===== config.mk =====
export PLATFORM = sky130hd
export DESIGN_NAME = cp0_intr_ctrl
export DESIGN_NICKNAME = d
export VERILOG_FILES = /design/src/rtl/cp0_pkg.sv /design/src/rtl/cp0_irq_sync.sv /design/src/rtl/cp0_intr_ctrl.sv
export SDC_FILE = /design/constraint.sdc
export NUM_CORES = 1
export LEC_CHECK = 0
export CELL_PAD_IN_SITES_DETAIL_PLACEMENT = 1
export CELL_PAD_IN_SITES_GLOBAL_PLACEMENT = 1
export CORE_UTILIZATION = 24
export DETAILED_ROUTE_END_ITERATION = 7
export PLACE_DENSITY_LB_ADDON = 0.3
export SLEW_MARGIN = 20
export SYNTH_ARGS = -nofsm -noshare
export SYNTH_HDL_FRONTEND = slang
export SYNTH_SLANG_ARGS = --single-unit

===== constraint.sdc =====
create_clock -name clk -period 1.84 [get_ports clk]
set_clock_uncertainty 0.2 [all_clocks]
set_input_delay 0.276 -clock clk [delete_from_list [all_inputs] [get_ports clk]]
set_output_delay 0.276 -clock clk [all_outputs]
set_load 0.1 [all_outputs]

===== src/rtl/cp0_pkg.sv =====
// Shared CP0 definitions: register indices, Status/Cause field positions,
// FSM state enum, default handler vector and register packing helpers.
package cp0_pkg;

  localparam int unsigned CP0_AW   = 5;
  localparam int unsigned CP0_DW   = 32;
  localparam int unsigned IM_W     = 8;
  localparam int unsigned EXC_W    = 5;

  localparam logic [CP0_AW-1:0] CP0_STATUS = 5'd12;
  localparam logic [CP0_AW-1:0] CP0_CAUSE  = 5'd13;
  localparam logic [CP0_AW-1:0] CP0_EPC    = 5'd14;

  // Status fields
  localparam int unsigned ST_IE    = 0;
  localparam int unsigned ST_EXL   = 1;
  localparam int unsigned ST_IM_LO = 8;
  localparam int unsigned ST_IM_HI = 15;

  // Cause fields
  localparam int unsigned CA_EXC_LO = 2;
  localparam int unsigned CA_EXC_HI = 6;
  localparam int unsigned CA_IP_LO  = 8;
  localparam int unsigned CA_IP_HI  = 15;

  localparam logic [CP0_DW-1:0] CP0_VECTOR_PC_DEFAULT = 32'h0000_0008;

  typedef enum logic [1:0] {
    S_IDLE   = 2'd0,
    S_REQ    = 2'd1,
    S_COMMIT = 2'd2
  } cp0_state_e;

  // Status image: unimplemented bits read as zero.
  function automatic logic [CP0_DW-1:0] pack_status(input logic ie, input logic exl,
                                                    input logic [IM_W-1:0] im);
    return {16'h0000, im, 6'b000000, exl, ie};
  endfunction

  // Cause image: IP in [15:8], ExcCode in [6:2].
  function automatic logic [CP0_DW-1:0] pack_cause(input logic [IM_W-1:0] ip,
                                                   input logic [EXC_W-1:0] exccode);
    return {16'h0000, ip, 1'b0, exccode, 2'b00};
  endfunction

endpackage


===== src/rtl/cp0_irq_sync.sv =====
// Interrupt line synchronizer.
// Build option CP0_IRQ_SYNC_EN: defined -> two-flop synchronizer (2-cycle
// latency); undefined -> single capture register (1-cycle latency).
// Ports: clk, resetn (async active-low), d (raw irq lines), q (synchronized).
module cp0_irq_sync
  import cp0_pkg::*;
#(
  parameter int unsigned W = 8
) (
  input  logic         clk,
  input  logic         resetn,
  input  logic [W-1:0] d,
  output logic [W-1:0] q
);

`ifdef CP0_IRQ_SYNC_EN
  logic [W-1:0] meta;

  // First stage may go metastable; only the second stage is consumed.
  always_ff @(posedge clk or negedge resetn) begin
    if (!resetn) begin
      meta <= '0;
      q    <= '0;
    end else begin
      meta <= d;
      q    <= meta;
    end
  end
`else
  always_ff @(posedge clk or negedge resetn) begin
    if (!resetn) begin
      q <= '0;
    end else begin
      q <= d;
    end
  end
`endif

endmodule


===== src/rtl/cp0_intr_ctrl.sv =====
// CP0 interrupt controller: Status/Cause/EPC registers, mtc0/mfc0 access,
// interrupt request/acknowledge handshake and eret handling.
// Build option CP0_IRQ_SYNC_EN selects the irq synchronizer depth.
// Ports:
//   clk, resetn            clock, async active-low reset
//   irq[NIRQ]              external level interrupts (async)
//   mtc0, cp0_addr, wdata  register write port; rdata is the combinational read
//   pc_id                  PC captured into EPC when an interrupt is taken
//   eret                   return-from-exception strobe (clears EXL)
//   exc_req / exc_ack      interrupt request to pipeline and its acceptance
//   vector_pc, epc_out     handler address and return address
//   status_out, cause_out  live register images
module cp0_intr_ctrl
  import cp0_pkg::*;
#(
  parameter logic [31:0] VECTOR_PC = CP0_VECTOR_PC_DEFAULT,
  parameter int unsigned NIRQ      = 8
) (
  input  logic            clk,
  input  logic            resetn,
  input  logic [NIRQ-1:0] irq,
  input  logic            mtc0,
  input  logic [4:0]      cp0_addr,
  input  logic [31:0]     wdata,
  output logic [31:0]     rdata,
  input  logic [31:0]     pc_id,
  input  logic            eret,
  output logic            exc_req,
  input  logic            exc_ack,
  output logic [31:0]     vector_pc,
  output logic [31:0]     epc_out,
  output logic [31:0]     status_out,
  output logic [31:0]     cause_out
);

  cp0_state_e       state;
  logic             ie;
  logic             exl;
  logic [IM_W-1:0]  im;
  logic [EXC_W-1:0] exccode;
  logic [31:0]      epc;
  logic [NIRQ-1:0]  irq_s;
  logic [IM_W-1:0]  ip;
  logic             irq_pending;

  cp0_irq_sync #(.W(NIRQ)) u_sync (
    .clk    (clk),
    .resetn (resetn),
    .d      (irq),
    .q      (irq_s)
  );

  assign ip          = IM_W'(irq_s);
  assign irq_pending = ie && !exl && (|(ip & im));

  // Handshake FSM; exc_req is registered and high exactly while in REQ.
  always_ff @(posedge clk or negedge resetn) begin
    if (!resetn) begin
      state   <= S_IDLE;
      exc_req <= 1'b0;
    end else begin
      case (state)
        S_IDLE: begin
          if (irq_pending) begin
            state   <= S_REQ;
            exc_req <= 1'b1;
          end
        end
        S_REQ: begin
          if (exc_ack) begin
            state   <= S_COMMIT;
            exc_req <= 1'b0;
          end
        end
        S_COMMIT: begin
          state <= S_IDLE;
        end
        default: begin
          state   <= S_IDLE;
          exc_req <= 1'b0;
        end
      endcase
    end
  end

  // Register file; the commit cycle owns Status/EPC outright, so any
  // concurrent mtc0 or eret is dropped in that cycle.
  always_ff @(posedge clk or negedge resetn) begin
    if (!resetn) begin
      ie      <= 1'b0;
      exl     <= 1'b0;
      im      <= '0;
      exccode <= '0;
      epc     <= '0;
    end else if (state == S_COMMIT) begin
      epc     <= pc_id;
      exl     <= 1'b1;
      exccode <= '0;
    end else begin
      if (mtc0 && (cp0_addr == CP0_STATUS)) begin
        ie  <= wdata[ST_IE];
        exl <= wdata[ST_EXL];
        im  <= wdata[ST_IM_HI:ST_IM_LO];
      end
      if (mtc0 && (cp0_addr == CP0_EPC)) begin
        epc <= wdata;
      end
      // eret wins over a same-cycle Status write for the EXL bit.
      if (eret) begin
        exl <= 1'b0;
      end
    end
  end

  assign status_out = pack_status(ie, exl, im);
  assign cause_out  = pack_cause(ip, exccode);
  assign epc_out    = epc;
  assign vector_pc  = VECTOR_PC;

  // mfc0 read mux.
  always_comb begin
    rdata = 32'h0;
    case (cp0_addr)
      CP0_STATUS: rdata = status_out;
      CP0_CAUSE:  rdata = cause_out;
      CP0_EPC:    rdata = epc;
      default:    rdata = 32'h0;
    endcase
  end

endmodule


==> flow_summary.ini, run 1 <==
[status]
outcome = finished with violations
violations = negative setup slack

[floorplanning]
die_x_um = 121
io_pins = 243
core_area_um2 = 13500
die-area_um2 = 14500
num_rows = 42
die_h_um = 121
start_util_pct = 25.1

[final_layout]
ff_latch_area_um2 = 1390
antennaDiodeCount = 0
area_delta_synth_final_pct = 88.2
drive_above_1_share_pct = 43.6
final_util_pct = 47.2
final_nets = 632
fillers = 1458
final_cells = 727
multi_input_area_um2 = 1700

[sta]
slew_viol_final = 0
max_slew_margin_pct = 66.2
holdWs_ps = 215
fin_crit_sh_pct = 101
tns_ps = -120
setup_viol = 12
fin_crit_ps = 1870
rsz0062_at_grt = yes
setup_slack_ps = -27.2
fmax_mhz = 536
finalHoldViolations = 0
tightest_slew_ps = 508

[logic_synthesis]
seq_area_frac_synth_pct = 39.3
post_synth.cell_area_avg_um2 = 9.02
ys_warn_count = 0
ys_ff_latch = 53
synth_area_um2 = 3370
synth_top_cell_area_share_pct = 39.3
synthTopCellsByCount = 82 x buf_4, 53 x dfrtp_1, 35 x o21ai_0, 34 x nand3_1, 33 x nor2_1
synthesis.instances = 374
post_synth_num_cell_types = 31
synth_top_flop_cell = dfrtp_1
yosys-top-cells-area = dfrtp_1 39%, buf_4 18%, a31oi_1 5.9%
synth-async-reset-ratio_pct = 100
synth-edff-count = 0
yosysMostFrequentCell = buf_4
yosysTopAreaCell = dfrtp_1

[placed_design]
place_congestion = 0.848
dp_slack_ps = -471
place_inst = 705
dp_hpwl_um = 10200
numPortBuffers = 164

[routing]
post-route-drc-count = 0
wire_per_inst_um = 19.2
drtIter0Drc = 164
vias = 3311
antenna_left = 0
vias_per_cell = 4.55
first_pass_iters = 4
wl_um = 14000

[grt]
overflow = 0
antenna_found_initial = 0
grt_pass1_vias = 3477
grt_use_total_pct = 19.1
grt_max_degree = 49
grt_pass1_wl_um = 21000

[clock_network]
cts_tree = done
clk_pin_slew_ps = 70
clock_sinks = 53
numCtsBuffers = 5
cts_max_level = 2
worst_skew_pair.late_latency_ps = 290
clock-root-buffer = clkbuf_16
clock_path_buffers = 2

[power_and_ir_drop]
powerDensity_nw_per_um2 = 1680
ir_drop_uv = 749
p_leak_nw = 2.66

[critical_path]
crit_path_end_kind = primary output
setup.worst_path.start_class = register
path_class = register to primary output
cp_data_required_time_ps = 1360
r2r-start = im[7]
crit_path_start = im[7]
cp.arrival_ps = 1390
crit_path_max_fanout = 2

[min_path]
hold_path.class = primary input to register
hold_start = irq[3]

[job]
max_cap_violations = 0
registers in the layout, summed over array words and instances (netlist names):
signal / flops
u_sync.q: 8
exc_req: 1
exl: 1
ie: 1
epc_out: 32
state: 2
im: 8
routing by layer:
| metal | wire (um) | vias to the layer above | track usage, % | part of all wire [%] |
|---|---|---|---|---|
| met4 | 174 | 0 | 4.01 | 1.2 |
| met1 | 5760 | 1654 | 23.6 | 41 |
| met3 | 819 | 9 | 3.44 | 5.9 |
| met5 | 0 | - | 0 | 0 |
| met2 | 7240 | 156 | 34.4 | 52 |
| li1 | - | 1492 | - | - |
report_power, final:
part	switching, mW	total [mW]	internal [mW]	leakage, nW
logic	4.87	7.21	2.34	2.00
clock network	0.438	1.12	0.681	0.0841
registers	0.663	2.36	1.69	0.578
cell usage in the layout (no fill, tap or decap), types with 6 or more instances in the layout:
| cell type | Yosys | final |
|---|---|---|
| a221o_2 | 0 | 8 |
| a31oi_1 | 32 | 32 |
| and2_2 | 0 | 6 |
| and2_4 | 0 | 16 |
| buf_12 | 0 | 86 |
| buf_4 | 82 | 23 |
| buf_6 | 4 | 6 |
| clkdlybuf4s50_1 | 0 | 75 |
| conb_1 | 2 | 78 |
| dfrtp_2 | 0 | 46 |
| mux2_4 | 9 | 9 |
| nand3_1 | 34 | 33 |
| nor2_1 | 33 | 33 |
| nor3_2 | 0 | 6 |
| o21ai_0 | 35 | 35 |
repair_timing:
action / 4_1_cts / 5_1_grt
buffers inserted: 9 / 4
hold buffers: 1 / 0
setup endpoints to repair: 41 / 37
pin swaps: 17 / 2
gates resized for setup: 62 / 14
gates cloned: 3 / 0
endpoints found under the hold margin: 53 / 0
layout make-up:
cell class / instances / share of cell area, %
Timing Repair Buffer: 199 / 44.7
Multi-Input combinational cell: 282 / 26.7
Sequential cell: 53 / 21.9
Tap cell: 176 / 3.47
Clock buffer: 7 / 2.25
Inverter: 9 / 0.532
Clock inverter: 1 / 0.473
logic make-up (layout without fill, tap and decap cells):
family	count (synthesis)	count (layout)	share of synthesized area [%]
buffers and inverters	115	216	23.1
flip-flops	53	53	39.3
AND/OR/NAND/NOR	113	113	18.2
AO/OA/AOI/OAI	82	82	15.2
multiplexers	9	9	4.00
other	2	78	0.223
worst max-delay path: stages (launching register included):
cell     delay, ps
dfrtp_4        500
inv_2           60
nor3_2          30
a221o_2        330
buf_12         170
stage by stage:
step	total power [mW]	cell area [um2]
floorplan	6.84	3760
global placement	9.36	5890
detailed placement	9.49	5890
CTS	10.7	6320
global route	11.0	6350
finish	10.7	6350
path summary, 6_finish.rpt:
path / slack (ps) / cells after the start / endpoint
min in group asynchronous: 330 / 3 / epc_out[7]
max reg2reg: 250 / 4 / exc_req
max in group asynchronous: 700 / 3 / im[5]
min: 210 / 1 / u_sync.q[3]
min reg2reg: 340 / 1 / state[1]
max: -30 / 4 / rdata[15]
No activity file was read; power rests on OpenSTA's default activity.
==> inputs of run 2 (changes only) <==
ABC_CLOCK_PERIOD_IN_PS = 1840   (was unset)
CORE_ASPECT_RATIO = 0.9   (was unset)
==> run 2 against run 1 <==
The flow still finishes with violations (negative setup slack). Clock power decreased by 14%. Sequential share of layout area increased by 0.11 points. Register-to-register slack lost 30 ps. Setup slack lost 6.9 ps. Sequential power shrank 3%. Critical path type unchanged. Largest power group unchanged.
==> flow_summary.ini, run 2 (synthesis gave the netlist of run 1 again) <==
[status]
outcome = finished with violations
violations = negative setup slack

[power_and_ir_drop]
powerDensity_nw_per_um2 = 1660
ir_drop_uv = 758
intPower_mw = 4.55
comb_power_share_pct = 68.9
swShare_pct = 56.6
total_power_mw = 10.5
power_frac_seq_pct = 21.9
pwr-share-clk_pct = 9.2
power.switching_mw = 5.93
p_leak_nw = 2.65

[floorplanning]
core_area_um2 = 13500
io_pins = 243
die-area_um2 = 14500
start_util_pct = 25.0
num_rows = 40
die_x_um = 127
die_h_um = 114

[routing]
first_pass_iters = 4
vias_per_cell = 4.61
vias = 3328
wl_um = 13100
post-route-drc-count = 0
drtIter0Drc = 118
wire_per_inst_um = 18.1
antenna_left = 0

[final_layout]
ff_latch_area_um2 = 1390
drive_above_1_share_pct = 44.0
final_util_pct = 46.8
largest_register_ffs = 32
mostFrequentLayoutCells = 90 x buf_12, 78 x conb_1, 75 x clkdlybuf4s50_1, 46 x dfrtp_2, 35 x o21ai_0
post-route-cell-area_um2 = 6320
antennaDiodeCount = 0
fillers = 1452
final_nets = 635
area_delta_synth_final_pct = 87.3
final_common_cell = buf_12
multi_input_area_um2 = 1690

[placed_design]
dp_hpwl_um = 9760
numPortBuffers = 164
dpl_cell_area_um2 = 5960
place_congestion = 0.732

[sta]
rsz0062_at_grt = yes
slew_viol_final = 0
finalHoldViolations = 0
fmax_mhz = 534
holdWs_ps = 202
fin_crit_sh_pct = 102
setup_slack_ps = -34.1
setup_viol = 3
fin_crit_ps = 1870

[critical_path]
reg2reg_slack_ps = 220
cp.arrival_ps = 1400
crit_path_end_kind = primary output
path_class = register to primary output
setup.worst_path.start_class = register
cp_data_required_time_ps = 1360
crit_path_max_fanout = 2

[clock_network]
clock-root-buffer = clkbuf_16
clock_path_buffers = 2
clock_sinks = 53
cts_max_level = 2
clk_pin_slew_ps = 80
cts_tree = done
worst_skew_pair.late_latency_ps = 300
numCtsBuffers = 5

[grt]
grt_pass1_wl_um = 20100
grt_pass1_vias = 3573
grt_use_total_pct = 18.0
overflow = 0
grt_max_degree = 54
antenna_found_initial = 0

[min_path]
hold_path.class = primary input to register

[job]
max_cap_violations = 0
[run 2: cell types whose count changed in the layout (fill, tap and decap cells not counted), moves of 2 or more]
cell / previous run / this run
buf_2: 3 / 1
a22o_4: 2 / 0
clkinvlp_4: 0 / 2
and2_4: 16 / 13
buf_12: 86 / 90
buf_4: 23 / 29
buf_8: 3 / 0
and2_2: 6 / 9
buf_16: 2 / 0
a22o_2: 0 / 2
[run 2: critical path, stage by stage (launching register included)]
cell and delay (ps):
dfrtp_4 490, inv_2 60, nor3_2 40, a221o_2 330, buf_12 170
[run 2: cell type report]
class | count | share of cell area [%]
repair buffers | 202 | 45.1
multi-input cells | 282 | 26.7
flip-flops and latches | 53 | 22.0
well taps | 168 | 3.33
clock buffers | 6 | 2.04
inverters | 9 | 0.535
clock inverters | 2 | 0.238
[run 2: stage by stage]
step                      TNS, ps  cells  worst slack [ps]
after global routing         -252    722             -69.8
final                       -69.8    722             -34.1
after detailed placement   -23550    702              -506
after floorplan              -986    450             -35.9
after global placement     -20570    702              -449
after CTS                    -100    721             -43.3
[run 2: power by group through the flow]
stage          combinational, mW  clock (mW)  sequential, mW
2_1_floorplan               1.81           0            5.03
3_3_place_gp                7.02           0            2.33
3_5_place_dp                7.11           0            2.35
4_1_cts                     7.22        1.02            2.31
5_1_grt                     7.43        1.03            2.37
6_report                    7.21       0.967            2.29
[run 2: final timing paths]
check                          from  cells after the start     endpoint
min                          irq[2]                      1  u_sync.q[2]
max                           im[5]                      4    rdata[13]
min reg2reg                state[1]                      1     state[1]
max reg2reg                state[1]                      4        im[1]
min in group asynchronous    resetn                      3  u_sync.q[4]
max in group asynchronous    resetn                      3   epc_out[5]
[run 2: layer usage]
metal	global-route usage, %	up-vias	share of wire (%)
li1	-	1497	-
met1	20.9	1679	39
met2	33.8	138	54
met3	3.36	14	5.2
met4	5.00	0	1.5
met5	0	-	0
[run 2: what timing repair did]
action                     4_1_cts  5_1_grt
hold endpoints to repair        53        0
pin swaps                        8        1
cloned                           1        0
setup endpoints to repair       41       24
setup buffers                    9        2
gates resized for setup         48       14
hold buffers                     1        0
